**src/rtl/pix2byte_gearbox.sv**
```systemverilog
// Pixel-to-byte-lane gearbox: packs PIX_WIDTH pixels into NUM_LANES-byte words, flushing a partial word at end of line.
// Latency 1 cycle from pixel accept to byte visibility; pix_ready depends only on fill level and flush state, never on byte_ready.
// Optional line byte counter (line_wc/wc_valid) is built when PIX2BYTE_WC_EN is defined.
`timescale 1ns/1ps
module pix2byte_gearbox #(
  parameter int NUM_LANES = 2,
  parameter int PIX_WIDTH = 24
) (
  input  logic                   CLKI,
  input  logic                   RST,
  input  logic [PIX_WIDTH-1:0]   pix_data,
  input  logic                   pix_valid,
  input  logic                   pix_last,
  output logic                   pix_ready,
  output logic [8*NUM_LANES-1:0] byte_data,
  output logic [NUM_LANES-1:0]   byte_keep,
  output logic                   byte_valid,
  output logic                   byte_last,
  input  logic                   byte_ready
`ifdef PIX2BYTE_WC_EN
  ,
  output logic [15:0]            line_wc,
  output logic                   wc_valid
`endif
);

  localparam int BPP = PIX_WIDTH / 8;
  localparam int CAP = 2 * (BPP + NUM_LANES);
  localparam int CW  = $clog2(CAP + 1);
  localparam logic [CW-1:0] LANES_C = CW'(NUM_LANES);
  localparam logic [CW-1:0] BPP_C   = CW'(BPP);
  localparam logic [CW-1:0] RDY_MAX = CW'(CAP - BPP);

  logic [7:0]    buf_q [CAP];
  logic [7:0]    buf_d [CAP];
  logic [7:0]    shift_src [CAP + NUM_LANES];
  logic [CW-1:0] cnt_q, cnt_d;
  logic          flush_q, flush_d;
  logic [CW-1:0] avail;
  logic [CW-1:0] pop;
  logic [CW-1:0] wr_base;
  logic          accept;
  logic          xfer;

  // Output side is decoded purely from registered state; RST only gates it to zero.
  always_comb begin
    avail      = (cnt_q < LANES_C) ? cnt_q : LANES_C;
    pix_ready  = !RST && (cnt_q <= RDY_MAX) && !flush_q;
    byte_valid = !RST && ((cnt_q >= LANES_C) || (flush_q && (cnt_q != '0)));
    byte_last  = byte_valid && flush_q && (cnt_q <= LANES_C);
    byte_data  = '0;
    byte_keep  = '0;
    for (int k = 0; k < NUM_LANES; k++) begin
      if (byte_valid && (CW'(k) < avail)) begin
        byte_data[8*k +: 8] = buf_q[k];
        byte_keep[k]        = 1'b1;
      end
    end
  end

  always_comb begin
    accept  = pix_valid && pix_ready;
    xfer    = byte_valid && byte_ready;
    pop     = xfer ? avail : '0;
    wr_base = cnt_q - pop;

    for (int j = 0; j < CAP; j++) begin
      shift_src[j] = buf_q[j];
    end
    for (int j = CAP; j < CAP + NUM_LANES; j++) begin
      shift_src[j] = 8'h00;
    end

    // Pop from the head first, then append the new pixel right behind the survivors.
    for (int i = 0; i < CAP; i++) begin
      buf_d[i] = 8'h00;
      for (int s = 0; s <= NUM_LANES; s++) begin
        if (pop == CW'(s)) begin
          buf_d[i] = shift_src[i + s];
        end
      end
      for (int b = 0; b < BPP; b++) begin
        if (accept && ((wr_base + CW'(b)) == CW'(i))) begin
          buf_d[i] = pix_data[8*b +: 8];
        end
      end
    end

    cnt_d = cnt_q - pop + (accept ? BPP_C : '0);

    flush_d = flush_q;
    if (accept && pix_last) begin
      flush_d = 1'b1;
    end else if (xfer && flush_q && (cnt_q <= LANES_C)) begin
      flush_d = 1'b0;
    end
  end

  always_ff @(posedge CLKI) begin
    if (RST) begin
      cnt_q   <= '0;
      flush_q <= 1'b0;
      for (int i = 0; i < CAP; i++) begin
        buf_q[i] <= 8'h00;
      end
    end else begin
      cnt_q   <= cnt_d;
      flush_q <= flush_d;
      for (int i = 0; i < CAP; i++) begin
        buf_q[i] <= buf_d[i];
      end
    end
  end

`ifdef PIX2BYTE_WC_EN
  logic [15:0] wc_acc_q, wc_acc_d;
  logic [15:0] line_wc_q, line_wc_d;
  logic        wc_valid_q, wc_valid_d;

  // Counts bytes as they leave, so a reset mid-line never reports a partial count.
  always_comb begin
    wc_acc_d   = wc_acc_q + 16'(pop);
    line_wc_d  = line_wc_q;
    wc_valid_d = 1'b0;
    if (xfer && byte_last) begin
      line_wc_d  = wc_acc_q + 16'(pop);
      wc_acc_d   = '0;
      wc_valid_d = 1'b1;
    end
  end

  always_ff @(posedge CLKI) begin
    if (RST) begin
      wc_acc_q   <= '0;
      line_wc_q  <= '0;
      wc_valid_q <= 1'b0;
    end else begin
      wc_acc_q   <= wc_acc_d;
      line_wc_q  <= line_wc_d;
      wc_valid_q <= wc_valid_d;
    end
  end

  assign line_wc  = line_wc_q;
  assign wc_valid = wc_valid_q;
`endif

endmodule

```
**config.mk**
```make
export PLATFORM = sky130hd
export DESIGN_NAME = pix2byte_gearbox
export DESIGN_NICKNAME = d
export VERILOG_FILES = /design/src/rtl/pix2byte_gearbox.sv
export SDC_FILE = /design/constraint.sdc
export NUM_CORES = 1
export LEC_CHECK = 0
export CORE_ASPECT_RATIO = 1.1
export CORE_MARGIN = 2
export CORE_UTILIZATION = 45
export CTS_BUF_LIST = sky130_fd_sc_hd__clkbuf_8
export CTS_CLUSTER_SIZE = 24
export DETAILED_ROUTE_END_ITERATION = 8
export SKIP_LAST_GASP = 1
export SLEW_MARGIN = 10
export SYNTH_ARGS = -nofsm -noshare
export SYNTH_HDL_FRONTEND = slang
export SYNTH_SLANG_ARGS = --single-unit
```
**constraint.sdc**
```tcl
create_clock -name CLKI -period 7.3 [get_ports CLKI]
set_input_delay 1.095 -clock CLKI [delete_from_list [all_inputs] [get_ports CLKI]]
set_output_delay 1.095 -clock CLKI [all_outputs]
set_load 0.1 [all_outputs]
```
==> impl_metrics.json <==
{
  "cts_tree": "yes",
  "crit_type": "input pin to register",
  "pwr-share-comb_pct": 56.4,
  "reg2reg_depth": 16,
  "synth-warning-count": 0,
  "layout_common_cells": "nand2_1, dfxtp_1, nor2_1, nor3_1, clkdlybuf4s50_1",
  "worst_pin_slew_ps": 1090,
  "yosys-mux-area-fraction_pct": 1.07,
  "synth_compound_area_share_pct": 38.1,
  "ir_drop_mv": 0.154,
  "period_share_pct": 83.2,
  "root_buffer": "clkbuf_8",
  "finalSetupViolCount": 0,
  "synth_edf_count": 0,
  "crit_path_end_kind": "register",
  "drc": 0,
  "clkPwrFrac_pct": 13.7,
  "r2r-end": "buf_q[3][3]$_SDFFE_PP0P_",
  "ant_nets": 0,
  "skew_ps": 18.3,
  "multi_input_area_sq_um": 4300,
  "status": "complete, no violations",
  "min_from": "buf_q[1][5]$_SDFFE_PP0P_",
  "worst_ep_arrival_time_ps": 6370,
  "num_io_pins": 50,
  "rrSetupSlack_ps": 1640,
  "start_util_pct": 45.8,
  "p_leak_nw": 2.21,
  "worstHoldEndpoint": "buf_q[1][5]$_SDFFE_PP0P_",
  "via_per_inst": 7.34,
  "postCtsSetupBuffers": 0,
  "path_max_fanout": 16,
  "num_rows": 46,
  "synth_top_area_cell": "dfxtp_1",
  "slew_headroom_pct": 26.8,
  "async_flop_share_pct": 0,
  "intPower_mw": 1.18,
  "finalSetupTns_ps": 0,
  "synth_top_area_share_pct": 25.9,
  "drt_iter0_markers": 920,
  "whs_path_depth": 2,
  "avgSynthCellArea_sq_um": 7.63,
  "dr.pass1.iters": 6,
  "cpLargestDelayFamily": "simple AND/OR/NAND/NOR gates",
  "nets": 875,
  "syn2layout_area_growth_pct": 8.50,
  "syn_inst": 860,
  "slew_viol_final": 0,
  "die_width_microns": 119,
  "die_h_microns": 131,
  "synth_area_sq_um": 6560,
  "cts_buffer_depth": 2,
  "cp.depth": 17,
  "h-tree-depth": 3,
  "gr-total-overflow": 0,
  "grt_first_pass_wirelength_microns": 44600,
  "grt_max_degree": 60,
  "layout_commonest_cell": "nand2_1",
  "timing.fmax_ghz": 0.165,
  "crit_path_max_incr_delay_ps": 540,
  "crit_slowest_cell": "clkdlybuf4s50_1",
  "path_cells": "clkdlybuf4s50_1 -> nor2b_1 -> and2_1 -> and3_1 -> ha_1 -> inv_1 -> fa_1 -> xnor2_1 -> inv_1 -> ha_1 -> nor2b_1 -> xnor2_1 -> xnor2_1 -> buf_4 -> nand3_1 -> a211o_1 -> a311oi_1",
  "synth_xor_area_share_pct": 1.07,
  "cts_resized": 0,
  "ys_types": 76,
  "rsz0062_at_grt": "no",
  "yosys-top-cells-area": "dfxtp_1, nand2_1, nor3_1, a22oi_1, clkbuf_1",
  "port_buffers": 49,
  "routabilityCongestion": 1.10,
  "synth-seq-cells": 85,
  "syn_nets": 897,
  "nFillCells": 1438,
  "drive_gt1_share_pct": 7.48,
  "wl_per_cell_microns": 28.8,
  "drv_cap": 0,
  "start_kind": "input pin",
  "finalHoldViolations": 0,
  "synth-simple-area-share_pct": 23.3,
  "clock-sinks": 85,
  "power_frac_seq_pct": 29.9,
  "cp.required_ps": 7600,
  "period_needed_ps": 6070,
  "cts_hold_buf": 0,
  "dp_hpwl_microns": 19700,
  "grt_pass1_vias": 7312,
  "core_area_sq_um": 14300,
  "ys_seq_area_share_pct": 25.9,
  "path_buf_inv": 4,
  "dr_total_vias": 7594,
  "seqCellArea_sq_um": 1700,
  "dieArea_sq_um": 15600,
  "antenna_found_initial": 0,
  "powerDensity_nw_per_um2": 356,
  "wl_microns": 29800,
  "whs_ps": 503,
  "path_clk_slew_ps": 100,
  "synth_adder_area_share_pct": 1.75,
  "switchingPower_mw": 1.36,
  "hp-class": "register to register",
  "r2r-start": "cnt_q[3]$_SDFF_PP0_",
  "insertedDiodeCount": 0,
  "crit_top_cell": "xnor2_1",
  "insertion_delay_ps": 390,
  "grt_usage_pct": 38.0,
  "synth_top_family_by_area": "compound AO/OA/AOI/OAI gates",
  "cts_made_buffers": 9,
  "ys.flop_type": "dfxtp_1",
  "switching_share_pct": 53.7
}
-- flip-flops by register name, indices dropped and copies added (netlist names) --
name and count:
flush_q 1, cnt_q 4, buf_q 80
-- tightest hold or removal path, stage by stage (launching register included) --
cell and delay, ps:
dfxtp_1 330, inv_1 60, a221oi_1 70
-- metal layers --
metal / share of wire, % / wire length, microns / global-route usage, %
met1: 38 / 11400 / 46.5
met4: 6.8 / 2040 / 27.0
met5: 0 / 0 / 0
met2: 45 / 13500 / 60.7
met3: 9.7 / 2890 / 7.25
-- layout make-up --
class                   count  area share (%)
clock buffers               9            1.74
clock inverters             6           0.808
multi-input cells         653            60.4
flip-flops and latches     85            23.9
well taps                 192            3.37
inverters                  24            1.27
repair buffers             65            8.50
-- kinds of logic after synthesis --
kind of cell | Yosys count
other | 1
xor gates and xnor gates | 8
adders and majority gates | 8
AOI/OAI and AO/OA | 320
DFF | 85
and+or+nand+nor | 309
muxes | 7
buffers and inverters | 122
-- metrics by stage --
stage / total power [mW] / std cells / area [sq um] / setup slack, ps / utilization (%)
after floorplan: 1.72 / 860 / 6560 / 922 / -
after global placement: 2.12 / 1019 / 6940 / 1110 / 48.4
after detailed placement: 2.13 / 1019 / 6940 / 962 / 48.4
after CTS: 2.48 / 1034 / 7120 / 1360 / 49.7
after global routing: 2.65 / 1034 / 7120 / 845 / 49.7
final: 2.54 / 1034 / 7120 / 1230 / 49.7
-- worst max path at each step --
| stage | start | to | slack, ps |
|---|---|---|---|
| after global placement | byte_ready | buf_q[3][5]$_SDFFE_PP0P_ | 1110 |
| after detailed placement | byte_ready | buf_q[3][3]$_SDFFE_PP0P_ | 960 |
| final | byte_ready | buf_q[3][3]$_SDFFE_PP0P_ | 1230 |
| after global routing | byte_ready | buf_q[3][3]$_SDFFE_PP0P_ | 840 |
| after floorplan | RST | buf_q[0][5]$_SDFFE_PP0P_ | 920 |
| after CTS | byte_ready | buf_q[3][3]$_SDFFE_PP0P_ | 1360 |
-- cell usage after synthesis, drive strengths merged (5+ instances only) --
master,number
mux2i,7
and3,10
a21oi,16
a311oi,31
o211ai,27
nand2,99
a211o,9
a221o,17
o31ai,7
o311ai,15
buf,30
a31oi,20
a221oi,23
or4,9
clkbuf,68
nor2,60
o221ai,17
and2,8
or3,10
xnor2,6
o21ai,44
nor3b,8
nor2b,7
a31o,8
a21o,5
dfxtp,85
a32o,8
ha,6
a22o,18
nand3,21
inv,23
o22ai,8
a22oi,36
nor3,61
-- power by group through the flow --
stage	clock network, mW	registers (mW)	logic [mW]
floorplan	0	0.687	1.03
finish	0.349	0.758	1.43
global route	0.366	0.767	1.52
CTS	0.349	0.748	1.39
global placement	0	0.759	1.36
detailed placement	0	0.757	1.38
Note: power is estimated with default switching activity, not from simulation.
